===== src/rtl/bsg_flow_credit_arbiter_pkg.sv =====
// Shared types and width helpers for the flow credit arbiter slice.
// Latency: n/a (types and constant functions only).
// Backpressure: n/a.
package bsg_flow_credit_arbiter_pkg;

    // Arbiter operating mode: granting, emptying the shared buffer, or held empty.
    typedef enum logic [1:0] {
        RUN     = 2'd0,
        DRAIN   = 2'd1,
        DRAINED = 2'd2
    } bsg_flow_state_e;

    // Bits needed to index n things; never returns 0 so single-entry
    // configurations still get a legal 1-bit vector.
    function automatic int lg_width(input int n);
        return (n <= 1) ? 1 : $clog2(n);
    endfunction

    localparam int num_req_default_lp = 4;
    localparam int els_default_lp     = 64;
    localparam int lg_req_default_lp  = lg_width(num_req_default_lp);
    localparam int lg_els_default_lp  = lg_width(els_default_lp + 1);

endpackage


===== src/rtl/bsg_flow_credit_arbiter_if.sv =====
// Requester/downstream handshake bundle for the flow credit arbiter.
// Latency: n/a (wires only).
// Backpressure: v_o/ready_i downstream, v_i/yumi_o upstream; deq_i returns credits.
// master = arbiter side, slave = requesters + downstream buffer side.
interface bsg_flow_credit_arbiter_if
    import bsg_flow_credit_arbiter_pkg::*;
#(
    parameter int num_req_p = 4,
    localparam int lg_req_lp = lg_width(num_req_p)
);
    logic [num_req_p-1:0] v_i;
    logic [num_req_p-1:0] yumi_o;
    logic                 v_o;
    logic [lg_req_lp-1:0] grant_id_o;
    logic                 ready_i;
    logic                 deq_i;
    logic [lg_req_lp-1:0] deq_id_i;

    modport master (
        input  v_i, ready_i, deq_i, deq_id_i,
        output yumi_o, v_o, grant_id_o
    );

    modport slave (
        output v_i, ready_i, deq_i, deq_id_i,
        input  yumi_o, v_o, grant_id_o
    );
endinterface


===== src/rtl/bsg_counter_up_down.sv =====
// Saturation-free up/down counter used for buffer occupancy tracking.
// Latency: count_o reflects up_i/down_i one clk_i edge later.
// Backpressure: none; callers must never step past 0 or max_val_p.
// Ports: clk_i, reset_i (sync, active-high), up_i, down_i, count_o.
module bsg_counter_up_down
    import bsg_flow_credit_arbiter_pkg::*;
#(
    parameter int max_val_p  = 64,
    parameter int init_val_p = 0,
    parameter int max_step_p = 1,
    localparam int step_width_lp = lg_width(max_step_p + 1),
    localparam int width_lp      = lg_width(max_val_p + 1)
) (
    input  logic                     clk_i,
    input  logic                     reset_i,
    input  logic [step_width_lp-1:0] up_i,
    input  logic [step_width_lp-1:0] down_i,
    output logic [width_lp-1:0]      count_o
);
    always_ff @(posedge clk_i) begin
        if (reset_i) begin
            count_o <= width_lp'(init_val_p);
        end else begin
            count_o <= count_o + width_lp'(up_i) - width_lp'(down_i);
        end
    end
endmodule


===== src/rtl/bsg_flow_credit_arbiter.sv =====
// Round-robin arbiter granting requesters into one shared credit-tracked buffer.
// Latency: v_o/grant_id_o/yumi_o combinational from v_i; counts and state update next edge.
// Backpressure: grants gated by ready_i, per-requester and total credit limits, and drain.
// Ports: clk_i, reset_i, link (handshake bundle), drain_i, drained_o, count_o, full_o.
module bsg_flow_credit_arbiter
    import bsg_flow_credit_arbiter_pkg::*;
#(
    parameter int num_req_p     = 4,
    parameter int els_p         = 64,
    parameter int per_req_max_p = 16,
    localparam int lg_req_lp = lg_width(num_req_p),
    localparam int lg_els_lp = lg_width(els_p + 1),
    localparam int lg_per_lp = lg_width(per_req_max_p + 1)
) (
    input  logic                      clk_i,
    input  logic                      reset_i,
    bsg_flow_credit_arbiter_if.master link,
    input  logic                      drain_i,
    output logic                      drained_o,
    output logic [lg_els_lp-1:0]      count_o,
    output logic [num_req_p-1:0]      full_o
);
    localparam logic [lg_els_lp-1:0] els_lp     = lg_els_lp'(els_p);
    localparam logic [lg_per_lp-1:0] per_max_lp = lg_per_lp'(per_req_max_p);

    bsg_flow_state_e       state_r;
    logic [lg_req_lp-1:0]  last_grant_r;
    logic [lg_per_lp-1:0]  req_cnt [num_req_p];
    logic [num_req_p-1:0]  elig;
    logic [num_req_p-1:0]  yumi;
    logic                  found_hi, found_lo;
    logic [lg_req_lp-1:0]  hi_id, lo_id, grant_id;
    logic                  v, xfer;
    logic [lg_els_lp-1:0]  count_next;

    // Reset is folded in so nothing is offered while reset_i is high.
    always_comb begin
        elig = '0;
        for (int i = 0; i < num_req_p; i++) begin
            elig[i] = link.v_i[i] & ~full_o[i] & (count_o < els_lp)
                    & (state_r == RUN) & ~reset_i;
        end
    end

    // Round robin without modulo arithmetic: the lowest eligible index above
    // last_grant wins, otherwise wrap to the lowest eligible at or below it.
    // Scanning downward lets the last hit in each half be the lowest index.
    always_comb begin
        found_hi = 1'b0;
        found_lo = 1'b0;
        hi_id    = '0;
        lo_id    = '0;
        for (int i = num_req_p - 1; i >= 0; i--) begin
            if (elig[i]) begin
                if (i > int'(last_grant_r)) begin
                    found_hi = 1'b1;
                    hi_id    = lg_req_lp'(i);
                end else begin
                    found_lo = 1'b1;
                    lo_id    = lg_req_lp'(i);
                end
            end
        end
    end

    assign grant_id = found_hi ? hi_id : lo_id;
    assign v        = found_hi | found_lo;
    assign xfer     = v & link.ready_i;

    always_comb begin
        yumi = '0;
        if (xfer) begin
            yumi[grant_id] = 1'b1;
        end
    end

    assign link.v_o        = v;
    assign link.grant_id_o = grant_id;
    assign link.yumi_o     = yumi;

    // Occupancy after this edge; lets drain finish on the same edge that
    // returns the last credit.
    assign count_next = count_o + lg_els_lp'(xfer) - lg_els_lp'(link.deq_i);

    always_ff @(posedge clk_i) begin
        if (reset_i) begin
            last_grant_r <= lg_req_lp'(num_req_p - 1);
        end else if (xfer) begin
            last_grant_r <= grant_id;
        end
    end

    always_ff @(posedge clk_i) begin
        if (reset_i) begin
            state_r   <= RUN;
            drained_o <= 1'b0;
        end else begin
            case (state_r)
                RUN: begin
                    if (drain_i) begin
                        if (count_next == '0) begin
                            state_r   <= DRAINED;
                            drained_o <= 1'b1;
                        end else begin
                            state_r   <= DRAIN;
                        end
                    end
                end
                DRAIN: begin
                    if (!drain_i) begin
                        state_r   <= RUN;
                    end else if (count_next == '0) begin
                        state_r   <= DRAINED;
                        drained_o <= 1'b1;
                    end
                end
                DRAINED: begin
                    if (!drain_i) begin
                        state_r   <= RUN;
                        drained_o <= 1'b0;
                    end
                end
                default: begin
                    state_r   <= RUN;
                    drained_o <= 1'b0;
                end
            endcase
        end
    end

    bsg_counter_up_down #(
        .max_val_p (els_p),
        .init_val_p(0),
        .max_step_p(1)
    ) total_cnt (
        .clk_i  (clk_i),
        .reset_i(reset_i),
        .up_i   (xfer),
        .down_i (link.deq_i),
        .count_o(count_o)
    );

    for (genvar g = 0; g < num_req_p; g++) begin : g_req
        logic up, dn;
        assign up = xfer & (grant_id == lg_req_lp'(g));
        assign dn = link.deq_i & (link.deq_id_i == lg_req_lp'(g));

        bsg_counter_up_down #(
            .max_val_p (per_req_max_p),
            .init_val_p(0),
            .max_step_p(1)
        ) req_cnt_u (
            .clk_i  (clk_i),
            .reset_i(reset_i),
            .up_i   (up),
            .down_i (dn),
            .count_o(req_cnt[g])
        );

        assign full_o[g] = (req_cnt[g] == per_max_lp);
    end

    // A credit return for an empty owner would wrap the counters.
    deq_nonzero_a: assert property (@(posedge clk_i) disable iff (reset_i)
        link.deq_i |-> ((count_o != '0) && (req_cnt[link.deq_id_i] != '0)));

endmodule


===== src/flat_wrapper.sv =====
// flat-port wrapper written by rule: the top's interface ports become plain ports
module bsg_flow_credit_arbiter_flat import bsg_flow_credit_arbiter_pkg::*;
#(
    parameter int num_req_p     = 4,
    parameter int els_p         = 64,
    parameter int per_req_max_p = 16,
    localparam int lg_req_lp = lg_width(num_req_p),
    localparam int lg_els_lp = lg_width(els_p + 1),
    localparam int lg_per_lp = lg_width(per_req_max_p + 1)
)
  (clk_i, reset_i, drain_i, drained_o, count_o, full_o, link_v_i, link_ready_i, link_deq_i, link_deq_id_i, link_yumi_o, link_v_o, link_grant_id_o);
  bsg_flow_credit_arbiter_if #(.num_req_p(num_req_p)) link_i ();
  input  logic clk_i;
  input  logic reset_i;
  input  logic drain_i;
  output logic drained_o;
  output logic [lg_els_lp-1:0] count_o;
  output logic [num_req_p-1:0] full_o;
  input wire logic [$bits(link_i.v_i)-1:0] link_v_i;
  input wire logic [$bits(link_i.ready_i)-1:0] link_ready_i;
  input wire logic [$bits(link_i.deq_i)-1:0] link_deq_i;
  input wire logic [$bits(link_i.deq_id_i)-1:0] link_deq_id_i;
  output wire logic [$bits(link_i.yumi_o)-1:0] link_yumi_o;
  output wire logic [$bits(link_i.v_o)-1:0] link_v_o;
  output wire logic [$bits(link_i.grant_id_o)-1:0] link_grant_id_o;
  assign link_i.v_i = link_v_i;
  assign link_i.ready_i = link_ready_i;
  assign link_i.deq_i = link_deq_i;
  assign link_i.deq_id_i = link_deq_id_i;
  assign link_yumi_o = link_i.yumi_o;
  assign link_v_o = link_i.v_o;
  assign link_grant_id_o = link_i.grant_id_o;
  bsg_flow_credit_arbiter #(.num_req_p(num_req_p), .els_p(els_p), .per_req_max_p(per_req_max_p)) u_core (.clk_i(clk_i), .reset_i(reset_i), .link(link_i), .drain_i(drain_i), .drained_o(drained_o), .count_o(count_o), .full_o(full_o));
endmodule

===== config.mk =====
export PLATFORM = sky130hd
export DESIGN_NAME = bsg_flow_credit_arbiter_flat
export DESIGN_NICKNAME = d
export VERILOG_FILES = /design/src/rtl/bsg_flow_credit_arbiter_pkg.sv /design/src/rtl/bsg_flow_credit_arbiter_if.sv /design/src/rtl/bsg_counter_up_down.sv /design/src/rtl/bsg_flow_credit_arbiter.sv /design/src/flat_wrapper.sv
export SDC_FILE = /design/constraint.sdc
export NUM_CORES = 1
export LEC_CHECK = 0
export CORE_ASPECT_RATIO = 0.5
export CORE_MARGIN = 2
export CORE_UTILIZATION = 57
export CTS_BUF_LIST = sky130_fd_sc_hd__clkbuf_8 sky130_fd_sc_hd__clkbuf_16
export CTS_CLUSTER_DIAMETER = 100
export CTS_CLUSTER_SIZE = 25
export DETAILED_ROUTE_END_ITERATION = 6
export DONT_BUFFER_PORTS = 1
export PLACE_DENSITY = 0.72
export SYNTH_ARGS = -nofsm -noshare
export SYNTH_HDL_FRONTEND = slang
export SYNTH_SLANG_ARGS = --single-unit

===== constraint.sdc =====
create_clock -name clk_i -period 7.8 [get_ports clk_i]
set_clock_uncertainty 0.15 [all_clocks]
set_input_delay 1.56 -clock clk_i [delete_from_list [all_inputs] [get_ports clk_i]]
set_output_delay 1.56 -clock clk_i [all_outputs]
set_load 0.1 [all_outputs]

Yosys cells after proc, flatten, opt, wreduce, memory -nomap -nowiden
Index checks and enable logic that the tools add are counted.
{ "totals": {"elab_cells": 120, "in_bits": 11, "regBits": 32} }
{ "classes": {"n_lt_le_gt_ge": 6, "mux": 40, "add_sub_neg": 10, "bitwise_logic": 31, "n_eq_ne": 17, "n_reduce_logical": 8} }
{ "op_table": {"columns": ["operator", "n"], "rows": [
  ["2-bit 2-to-1 mux", 19],
  ["1-bit bitwise AND", 25],
  ["5-bit by 1-bit adder with 5-bit output", 4],
  ["5-bit == test, second input constant", 4],
  ["5-bit by 1-bit subtractor with 5-bit output", 4],
  ["1-bit 2-to-1 mux", 17],
  ["2-bit == test, second input constant", 5],
  ["7-bit by 1-bit adder with 7-bit output", 1],
  ["7-bit zero test", 1],
  ["7-bit < comparator, second input constant", 1],
  ["7-bit by 1-bit subtractor with 7-bit output", 1],
  ["2-bit by 1-bit == test with 1-bit output, second input constant", 3],
  ["2-bit zero test", 3],
  ["2-bit one-hot mux with 3 select lines", 1],
  ["3-bit AND reduction", 2],
  ["1-bit NOT", 5],
  ["2-bit > comparator, first input constant", 2],
  ["4-bit 2-to-1 mux", 1],
  ["2-bit by 1-bit inequality test with 1-bit output, second input constant", 2],
  ["2-bit inequality test, second input constant", 2],
  ["2-bit by 3-bit < comparator with 1-bit output, second input constant", 1],
  ["3-bit by 2-bit inequality test with 1-bit output, second input constant", 1],
  ["1-bit demux with 2-bit select", 1],
  ["2-bit by 1-bit greater-or-equal comparator with 1-bit output, second input constant", 1],
  ["5 further kinds", 5]
]} }

Logic depth before layout (Yosys ltp)
Gate-level depths: netlist of the first run.
{ "depth": {"depth_word": 20, "mapped_depth": 16} }

Cells and area by module
A second synthesis of the first run with hierarchy kept.
{ "hier_totals": {"hier_cells": 280, "area_unflattened_um2": 2471.1} }
{ "modules_own_cells": {"columns": ["module", "n_inst", "area_each_um2", "cells_each"], "rows": [
  ["bsg_counter_up_down at u_core.g_req[0].req_cnt_u ...", 4, 304.0, 32],
  ["bsg_flow_credit_arbiter", 1, 755.7, 95],
  ["bsg_counter_up_down at u_core.total_cnt", 1, 499.2, 57]
]} }

Worst setup path before layout of the first run
OpenSTA, ideal clock, no wires.
{ "synth_timing": {"kind": "input-to-output", "startpoint": "input port reset_i", "endpoint": "output port link_v_o", "path_slack_ns": 2.601, "required_ns": 6.090, "cell_stages": 2, "arrival_ns": 3.489, "path_cell_list": "or4_1 a21oi_1"} }
{ "synth_via": {"elab_chain_cells": 9, "word_cells_on_any_way": 17, "classes_between": "mux (11); bitwise (6)"} }
{ "synth_rtl": {"columns": ["item", "line", "source"], "rows": [
  ["start, declared", "flat_wrapper.sv:14", "input logic reset_i;"],
  ["1-bit NOT *", "bsg_flow_credit_arbiter.sv:41", "& (state_r == RUN) & ~reset_i;"],
  ["1-bit bitwise AND", "bsg_flow_credit_arbiter.sv:41", null],
  ["1-bit 2-to-1 mux", "bsg_flow_credit_arbiter.sv:54", "if (elig[i]) begin"],
  ["1-bit 2-to-1 mux", "bsg_flow_credit_arbiter.sv:55", "if (i > int'(last_grant_r)) begin"],
  ["1-bit 2-to-1 mux", "bsg_flow_credit_arbiter.sv:54", null],
  ["1-bit 2-to-1 mux", "bsg_flow_credit_arbiter.sv:55", null],
  ["1-bit 2-to-1 mux (2 in series)", "bsg_flow_credit_arbiter.sv:54", null],
  ["1-bit bitwise OR *", "bsg_flow_credit_arbiter.sv:67", "assign v = found_hi | found_lo;"],
  ["end, declared", "flat_wrapper.sv:24", "output wire logic [$bits(link_i.v_o)-1:0] link_v_o;"]
]} }
Every way passes the cells marked *; elsewhere a longest branch is shown, timed or not.

Final worst setup path of the first run
{ "layout_timing": {"startpoint": "register u_core.g_req[2].req_cnt_u.count_o[3]", "endpoint": "output port link_yumi_o[0]"} }
{ "layout_via": {"elab_chain_cells": 16, "word_cells_on_any_way": 29, "classes_between": "order compare (2); eq/ne (1); mux (18); bitwise (7); reduce/logical (1)"} }
{ "layout_rtl": {"columns": ["item", "line", "source"], "rows": [
  ["start, declared", "bsg_counter_up_down.sv:18", "output logic [width_lp-1:0] count_o"],
  ["start signal, assigned", "bsg_counter_up_down.sv:22", "count_o <= width_lp'(init_val_p);"],
  ["start signal, assigned", "bsg_counter_up_down.sv:24", "count_o <= count_o + width_lp'(up_i) - width_lp'(down_i);"],
  ["5-bit == test *", "bsg_flow_credit_arbiter.sv:160", "assign full_o[g] = (req_cnt[g] == per_max_lp);"],
  ["via full_o[2]", "flat_wrapper.sv:18", "output logic [num_req_p-1:0] full_o;"],
  ["1-bit NOT *", "bsg_flow_credit_arbiter.sv:40", "elig[i] = link.v_i[i] & ~full_o[i] & (count_o < els_lp)"],
  ["1-bit bitwise AND * (2 in series)", "bsg_flow_credit_arbiter.sv:40", null],
  ["1-bit bitwise AND * (2 in series)", "bsg_flow_credit_arbiter.sv:41", null],
  ["2-bit 2-to-1 mux", "bsg_flow_credit_arbiter.sv:54", null],
  ["2-bit 2-to-1 mux", "bsg_flow_credit_arbiter.sv:55", null],
  ["2-bit 2-to-1 mux (2 in series)", "bsg_flow_credit_arbiter.sv:54", null],
  ["2-bit 2-to-1 mux", "bsg_flow_credit_arbiter.sv:66", "assign grant_id = found_hi ? hi_id : lo_id;"],
  ["2-bit by 3-bit < comparator with 1-bit output (implied by the code) / 2-bit by 1-bit greater-or-equal comparator with 1-bit output (equally long branches)", "bsg_flow_credit_arbiter.sv:73", "yumi[grant_id] = 1'b1;"],
  ["1-bit logical AND (implied by the code)", "bsg_flow_credit_arbiter.sv:73", null],
  ["1-bit 2-to-1 mux (implied by the code)", "bsg_flow_credit_arbiter.sv:73", null],
  ["1-bit demux with 2-bit select", null, null],
  ["4-bit 2-to-1 mux *", "bsg_flow_credit_arbiter.sv:72", "if (xfer) begin"],
  ["end, declared", "flat_wrapper.sv:23", "output wire logic [$bits(link_i.yumi_o)-1:0] link_yumi_o;"]
]} }
Mark *: on every way through the listed nets, which the timed path passes. The rest lies on a longest branch.

==> results of run 1 <==
[layer usage]
| metal | part of all wire (%) | wire length (um) | up-vias |
|---|---|---|---|
| met5 | 0 | 0 | - |
| met2 | 48 | 2050 | 24 |
| li1 | - | - | 894 |
| met3 | 3.6 | 157 | 2 |
| met4 | 0.33 | 14 | 0 |
| met1 | 48 | 2090 | 833 |
[worst min path at each step]
| stage | start | to | slack, ps | cells after the start |
|---|---|---|---|---|
| after floorplan | u_core.state_r[1] | u_core.drained_o | 380 | 3 |
| after global placement | u_core.g_req[2].req_cnt_u.count_o[3] | u_core.g_req[2].req_cnt_u.count_o[4] | 410 | 3 |
| after detailed placement | u_core.g_req[1].req_cnt_u.count_o[3] | u_core.g_req[1].req_cnt_u.count_o[4] | 430 | 3 |
| after CTS | u_core.g_req[1].req_cnt_u.count_o[3] | u_core.g_req[1].req_cnt_u.count_o[4] | 440 | 3 |
| after global routing | u_core.g_req[3].req_cnt_u.count_o[3] | u_core.g_req[3].req_cnt_u.count_o[4] | 460 | 3 |
| final | u_core.g_req[3].req_cnt_u.count_o[3] | u_core.g_req[3].req_cnt_u.count_o[4] | 430 | 3 |
[cell families (layout without fill, tap and decap cells)]
| family | Yosys count | after routing | share of synthesized area [%] |
|---|---|---|---|
| compound gates | 50 | 50 | 15.4 |
| simple gates | 81 | 81 | 19.8 |
| flops | 32 | 32 | 28.4 |
| xor+xnor | 16 | 16 | 6.22 |
| fa+ha+maj | 36 | 36 | 21.7 |
| buf+inv | 51 | 55 | 8.50 |
[power by group]
group          internal [uW]  switching, uW
Combinational            196            328
Sequential               209            136
Clock                   70.3           60.4
Total                    475            525
[sequential cells by signal, summed over array words and instances (netlist names)]
signal and cells:
u_core.last_grant_r 2, u_core.g_req.req_cnt_u.count_o 20, u_core.state_r 2, u_core.total_cnt.count_o 7
u_core.drained_o 1
[layout make-up]
| cell class | instances | area (um^2) |
|---|---|---|
| fill | 342 | 1430 |
| inverter | 47 | 176 |
| sequential | 32 | 641 |
| clock buffer | 6 | 82.6 |
| tap | 54 | 67.6 |
| clock inverter | 2 | 10.0 |
| multi-input combinational | 183 | 1440 |
[metrics by stage]
stage,cell area (um^2),instances,hold WS (ps),setup slack (ps),utilization [%]
after floorplan,2250,266,376,2600,-
after global placement,2320,316,407,3020,60.4
after detailed placement,2320,316,430,3010,60.4
after CTS,2420,324,439,2920,62.9
after global routing,2420,324,463,2830,62.9
final,2420,324,435,2910,62.9
[cells in the final DEF, fill, tap and decap left out, types with 5 or more instances in the layout]
master / instances
o21ai_0: 7
nor2b_1: 8
or3_1: 7
nand2_1: 5
nor2_1: 29
a21o_1: 6
xor2_1: 9
inv_1: 47
a21oi_1: 16
xnor2_1: 7
ha_1: 31
clkbuf_8: 6
dfxtp_1: 32
fa_1: 5
nor2_2: 6
[critical path, cell delays in order (launching register included)]
cell	delay (ps)
dfxtp_1	320
inv_1	70
ha_1	130
nand4bb_1	190
inv_1	680
o311ai_0	200
a21oi_1	190
o21ai_0	190
nor2_2	900
==> flow_summary.ini, run 1 <==
[status]
outcome = finished clean

[global_route]
grtUsageMet2_pct = 37.6
overflow = 0
grt.total_usage_pct = 21.2
grt_util_met1_pct = 26.3
grt_antenna_before_repair = 0
grt_pass1_vias = 1779
grt_start_max_net_pins = 35
grtUsageMet3_pct = 5.61
grt_pass1_wl_um = 7610
busiest_layer = met2

[flow_run]
cap_violations = 0

[setup_path]
cp_data_arrival_time_ps = 3180
critPathCapture = link_yumi_o[0]
reg2reg_to = u_core.g_req[0].req_cnt_u.count_o[4]
cp-start-kind = flip-flop
reg2reg_depth = 16
worstPathRequired_ps = 6090
path_max_fanout = 3
r2r_setup_slack_ps = 3360
endpoint_kind = output pin
crit_type = reg2out
crit_path_start = u_core.g_req[2].req_cnt_u.count_o[3]
timing.rr.start = u_core.g_req[2].req_cnt_u.count_o[3]

[placement]
dp_hpwl_um = 3470
io_buffers = 0
place_congestion = 0.803

[timing]
finalSetupViolations = 0
rsz0062_at_grt = false
max-slew-margin-rel_pct = 20.7
fin_crit_sh_pct = 62.7
worstMarginPinSlew_ps = 1190
period_minus_slack_ps = 4890
max_freq_ghz = 0.204
drv_slew = 0
finalSetupTns_ps = 0
hold_viol = 0

[power_and_ir_drop]
power.density_mw_per_mm2 = 414
peakVddDrop_mv = 0.269
p_leak_uw = 0.00112
p_total_uw = 1000

[clock_network]
cts_tree = done
post-cts-setup-buffers = 0
ctsResizeCount = 0
clock-sinks = 32
clockBufferDepth = 2
clk_pin_slew_worst_paths_ps = 70
cts_max_level = 2
cts-root-buf = clkbuf_8
cts-hold-fix-buffers = 0
clkLatencyLatePin_ps = 280
cts_buffers = 5

[routing]
drt-total-wl_um = 4310
avgViaCountPerCell = 5.41
post_drt_wl_per_cell_um = 13.3
antenna_left = 0
drc = 0
vias = 1753
drt_iter0_drc = 44
dr.pass1.iters = 4

[cells_and_area]
area_growth_pct = 7.28
fin_nets = 316
drive_gt1_share_pct = 7.41
antenna_cells = 0

[yosys]
synthFlopType = dfxtp_1
synth.avg_cell_area_um2 = 8.47
yosysMostFrequentCell = inv_1
synthCells = 266
seq_area_frac_synth_pct = 28.4
yosysTopAreaCell = dfxtp_1
synth_edf_count = 0
yosysTopAreaCellShare_pct = 28.4
synthArstFlopShare_pct = 0
syn-num-nets = 313
ys.warnings.count = 0
ys_ff_latch = 32
synth_cell_types = 45
ys_top_cells_by_count = 47 x inv_1, 35 x nor2_1, 32 x dfxtp_1
netlist_area_mm2 = 0.00225
synth.area.top_cells = dfxtp_1 28%, ha_1 17%, inv_1 7.8%

[floorplan]
core_area_mm2 = 0.00384
start_util_pct = 58.6
die_h_um = 48.4
dieWidth_um = 92.9
top_level_ports = 30
fp.dieArea_mm2 = 0.00450
row_count = 16

[hold_path]
hp-class = reg2reg
(Power assumes the default switching activity.)
==> run 2, diff against run 1 <==
Settings changed: PLACE_DENSITY 0.72 to 0.75.
Clock period 7.8 ns to 4.2 ns, I/O delays scaled along.
==> run 2 against run 1 <==
  * Routed wire length is 5.3% higher
  * Non-clock buffer count rose by 15
  * Register-to-register slack got worse by 2400 ps
  * Critical path depth stayed put
  * Combinational power up 130%
  * Sequential power grew 28%
  * Final cell count is 4.3% higher
  * Critical endpoint is now link_yumi_o[3]
  * Largest cell class unchanged
  * Largest power group unchanged
==> flow_summary.ini, run 2 (synthesis results as in run 1) <==
[status]
outcome = finished clean

[power_and_ir_drop]
power.switching_uw = 988
peakVddDrop_mv = 0.645
p_comb_share_pct = 63.9
p_leak_uw = 0.00119
switching_share_pct = 51.2
power.density_mw_per_mm2 = 762
p_int_uw = 941
p_clk_share_pct = 13.3
seqPwrFrac_pct = 22.8

[clock_network]
clk_pin_slew_worst_paths_ps = 60
post-cts-setup-buffers = 0
clock-sinks = 32
cts-hold-fix-buffers = 0
cts_max_level = 2
clockBufferDepth = 2
clkLatencyLatePin_ps = 290
cts_tree = done
cts_buffers = 5
cts-root-buf = clkbuf_8
ctsResizeCount = 0

[timing]
fin_crit_sh_pct = 79.0
worstMarginPinSlew_ps = 1010
finalSetupTns_ps = 0
finalSetupViolations = 0
max-slew-margin-rel_pct = 32.4
hold_viol = 0
period_minus_slack_ps = 3320
drv_slew = 0
max_freq_ghz = 0.301
rsz0062_at_grt = false

[placement]
dp_hpwl_um = 3610
placed_area_mm2 = 0.00244
dp.cells = 331
place_congestion = 0.920
io_buffers = 0

[routing]
antenna_left = 0
drt_iter0_drc = 93
avgViaCountPerCell = 5.46
vias = 1847
dr.pass1.iters = 4
drt-total-wl_um = 4530
post_drt_wl_per_cell_um = 13.4
drc = 0

[cells_and_area]
largest_register_ffs = 20
ff_latch_area_um2 = 641
top_register = u_core.g_req.req_cnt_u.count_o
area_growth_pct = 12.4
final_cell_mix = 47 x inv_1, 32 x dfxtp_1, 31 x ha_1, 29 x nor2_1, 16 x a21oi_1
instances_no_fill = 338
n_fill_cell = 339
drive_gt1_share_pct = 12.0
fin_util_pct = 65.9
layout_commonest_cell = inv_1
multiInputGateArea_mm2 = 0.00144
largestRegisters = u_core.g_req.req_cnt_u.count_o (20), u_core.total_cnt.count_o (7)
antenna_cells = 0
design_area_mm2 = 0.00253
fin_nets = 331

[floorplan]
start_util_pct = 58.6
row_count = 16
top_level_ports = 30
fp.dieArea_mm2 = 0.00450
core_area_mm2 = 0.00384
dieWidth_um = 92.9
die_h_um = 48.4

[setup_path]
cp-start-kind = flip-flop
path_max_fanout = 6
crit_type = reg2out
path_cells = inv_1 -> ha_1 -> nand4bb_1 -> a32o_1 -> a21o_1 -> or2_1 -> nor2_2 -> buf_4
cp_data_arrival_time_ps = 2330
endpoint_kind = output pin
worstPathRequired_ps = 3210
critPathBufInv = 2
critPathTopFamily = simple AND/OR/NAND/NOR gates
crit_slowest_cell = a32o_1
critPathMaxStageDelay_ps = 360

[global_route]
overflow = 0
grt_start_max_net_pins = 35
grt_pass1_vias = 1843
grt.total_usage_pct = 22.4
grt_pass1_wl_um = 7770
grt_antenna_before_repair = 0

[flow_run]
cap_violations = 0

[hold_path]
hp-class = reg2reg
run 2: cell count changes in the layout (fill, tap and decap cells not counted):
cell and delta:
clkinv_2 -2, buf_4 +15, clkbuf_8 +1
run 2: metrics by stage:
stage / total power [uW] / setup WS, ps / hold WS, ps
floorplan: 1460 / 9.29 / 376
global placement: 1630 / 986 / 412
detailed placement: 1670 / 892 / 412
CTS: 1940 / 869 / 422
global route: 2080 / 714 / 457
finish: 1930 / 880 / 423
run 2: cell type report:
| type | count | share of cell area [%] |
|---|---|---|
| Clock buffer | 7 | 3.80 |
| Timing Repair Buffer | 15 | 4.45 |
| Multi-Input combinational cell | 183 | 56.8 |
| Tap cell | 54 | 2.67 |
| Sequential cell | 32 | 25.3 |
| Inverter | 47 | 6.97 |
run 2: power groups by stage:
stage	Sequential, uW	Combinational (uW)	Clock (uW)
2_1_floorplan	625	834	0
4_1_cts	440	1240	260
3_5_place_dp	446	1230	0
6_report	441	1230	257
3_3_place_gp	443	1190	0
5_1_grt	447	1360	274
run 2: layer usage:
| layer | part of all wire [%] | up-vias | track usage, % | wire (um) |
|---|---|---|---|---|
| met5 | 0 | - | 0 | 0 |
| met2 | 49 | 25 | 38.6 | 2210 |
| met3 | 4.4 | 10 | 7.32 | 199 |
| met1 | 45 | 882 | 25.2 | 2030 |
| li1 | - | 930 | - | - |
| met4 | 2.1 | 0 | 10.5 | 95 |
run 2: worst register-to-register path: stages, from the launching register on:
cell,delay (ps)
dfxtp_1,340
inv_1,80
ha_1,200
nand4bb_1,230
a22oi_1,170
a21oi_1,320
ha_1,250
inv_1,60
fa_1,390
nand2b_1,180
a21oi_1,170
o32ai_1,110
or3_1,370
o21ai_1,130
run 2: final timing paths:
path	startpoint	endpoint	slack, ps	depth (start not counted)
max	u_core.g_req[0].req_cnt_u.count_o[3]	link_yumi_o[3]	880	8
min	u_core.state_r[0]	u_core.state_r[1]	420	2
max reg2reg	u_core.g_req[1].req_cnt_u.count_o[2]	u_core.drained_o	970	13
min reg2reg	u_core.state_r[0]	u_core.state_r[1]	420	2
==> run 3, diff against run 2 <==
Clock period 4.2 ns to 2.9 ns, I/O delays scaled along.
==> run 3 against run 2 <==
  * Count of clock-buffer cells in the layout fell by 2
  * Clock power rose by 66%
  * Core utilization rose by 14 points
  * Via count rose by 11%
  * Final cell count rose by 8.0%
  * First-iteration DRC count rose by 67%
  * Die area did not move
  * Global-route usage rose by 1.1 points
  * Register-to-register slack got worse by 960 ps
  * Highest routed layer unchanged
  * Non-clock buffer count rose by 26
  * Worst hold slack got worse by 230 ps
  * Final area rose by 21%
==> flow_summary.ini, run 3 (synthesis results as in run 1) <==
[setup_path]
cp-start-kind = flip-flop
crit_type = reg2out
path_cells = inv_2 -> ha_4 -> nand4bb_4 -> buf_4 -> nand3_1 -> nand3_1 -> and3_4 -> buf_4 -> nor2_2 -> buf_6
critPathMaxStageDelay_ps = 330
endpoint_kind = output pin
cp_data_arrival_time_ps = 2160
crit_slowest_cell = dfxtp_2
critPathBufInv = 4
critPathTopFamily = simple AND/OR/NAND/NOR gates
path_max_fanout = 5
worstPathRequired_ps = 2170

[clock_network]
cts-root-buf = clkbuf_8
clkLatencyLatePin_ps = 290
cts_buffers = 5
clock-sinks = 32
cts_tree = done
cts_max_level = 2
cts-hold-fix-buffers = 0
clockBufferDepth = 2
clk_pin_slew_worst_paths_ps = 70

[placement]
io_buffers = 0
dp_hpwl_um = 3720
placed_area_mm2 = 0.00271
place_congestion = 0.877

[power_and_ir_drop]
p_leak_uw = 0.00134
power.density_mw_per_mm2 = 1090
peakVddDrop_mv = 0.935

[status]
outcome = finished clean

[cells_and_area]
largestRegisters = u_core.g_req.req_cnt_u.count_o (20), u_core.total_cnt.count_o (7)
design_area_mm2 = 0.00307
antenna_cells = 0
fin_util_pct = 79.8
drive_gt1_share_pct = 37.9
largest_register_ffs = 20
area_growth_pct = 36.2
top_register = u_core.g_req.req_cnt_u.count_o
fin_nets = 357
layout_commonest_cell = buf_4
final_cell_mix = 38 x buf_4, 35 x inv_1, 28 x nor2_1, 23 x dfxtp_1, 22 x ha_1

[flow_run]
cap_violations = 0

[routing]
drc = 0
avgViaCountPerCell = 5.61
drt-total-wl_um = 6030
drt_iter0_drc = 155
post_drt_wl_per_cell_um = 16.5
antenna_left = 0
vias = 2049
dr.pass1.iters = 4

[timing]
worst_hold_slack_ps = 197
drv_slew = 0
max-slew-margin-rel_pct = 65.8
finalSetupViolations = 0
period_minus_slack_ps = 2890
hold_viol = 0
worstMarginPinSlew_ps = 506
max_freq_ghz = 0.346
fin_crit_sh_pct = 99.7
rsz0062_at_grt = true

[hold_path]
hp-class = in2reg

[floorplan]
dieWidth_um = 92.9
fp.dieArea_mm2 = 0.00450
die_h_um = 48.4
start_util_pct = 58.6
core_area_mm2 = 0.00384
top_level_ports = 30
row_count = 16

[global_route]
grt_antenna_before_repair = 0
grt_pass1_vias = 1914
grt.total_usage_pct = 23.4
grt_start_max_net_pins = 35
grt_pass1_wl_um = 8390
overflow = 0
-- run 3: final timing paths --
check | start | to | slack (ps) | cells after the start
worst max-delay path | u_core.g_req[0].req_cnt_u.count_o[3] | link_grant_id_o[0] | 10 | 10
worst min-delay path | reset_i | u_core.g_req[2].req_cnt_u.count_o[2] | 200 | 1
worst max register to register | u_core.g_req[0].req_cnt_u.count_o[3] | u_core.g_req[3].req_cnt_u.count_o[4] | 10 | 15
worst min register to register | u_core.state_r[0] | u_core.state_r[1] | 430 | 2
-- run 3: what timing repair did --
item / in CTS / in global routing
gates resized for setup: 6 / 33
endpoints found under the setup margin: 6 / 12
buffers inserted: 1 / 10
pin swaps: 1 / 23
-- run 3: final cells by class --
cell class / instances / area (um^2)
clock inverters: 3 / 38.8
clock buffers: 5 / 68.8
well taps: 54 / 67.6
repair buffers: 41 / 327
multi-input cells: 183 / 1730
flip-flops and latches: 32 / 652
inverters: 47 / 180
fillers: 247 / 776
-- run 3: layer usage --
metal / GRT usage (%) / routed length [um]
met1: 28.6 / 2500
met2: 42.0 / 2980
met3: 5.92 / 356
met4: 5.15 / 191
met5: 0 / 0
-- run 3: power breakdown --
part | switching (uW) | internal (uW)
Sequential | 104 | 571
Combinational | 1390 | 848
Clock | 175 | 251
Total | 1670 | 1670
-- run 3: stage by stage --
step	total power [uW]	TNS [ps]	setup WS [ps]	std cells
4_1_cts	3050	0	1.97	355
3_3_place_gp	2540	-240	-100	346
3_5_place_dp	2600	-298	-123	346
2_1_floorplan	2240	-2350	-447	266
5_1_grt	3540	-300	-103	365
6_report	3340	0	9.58	365
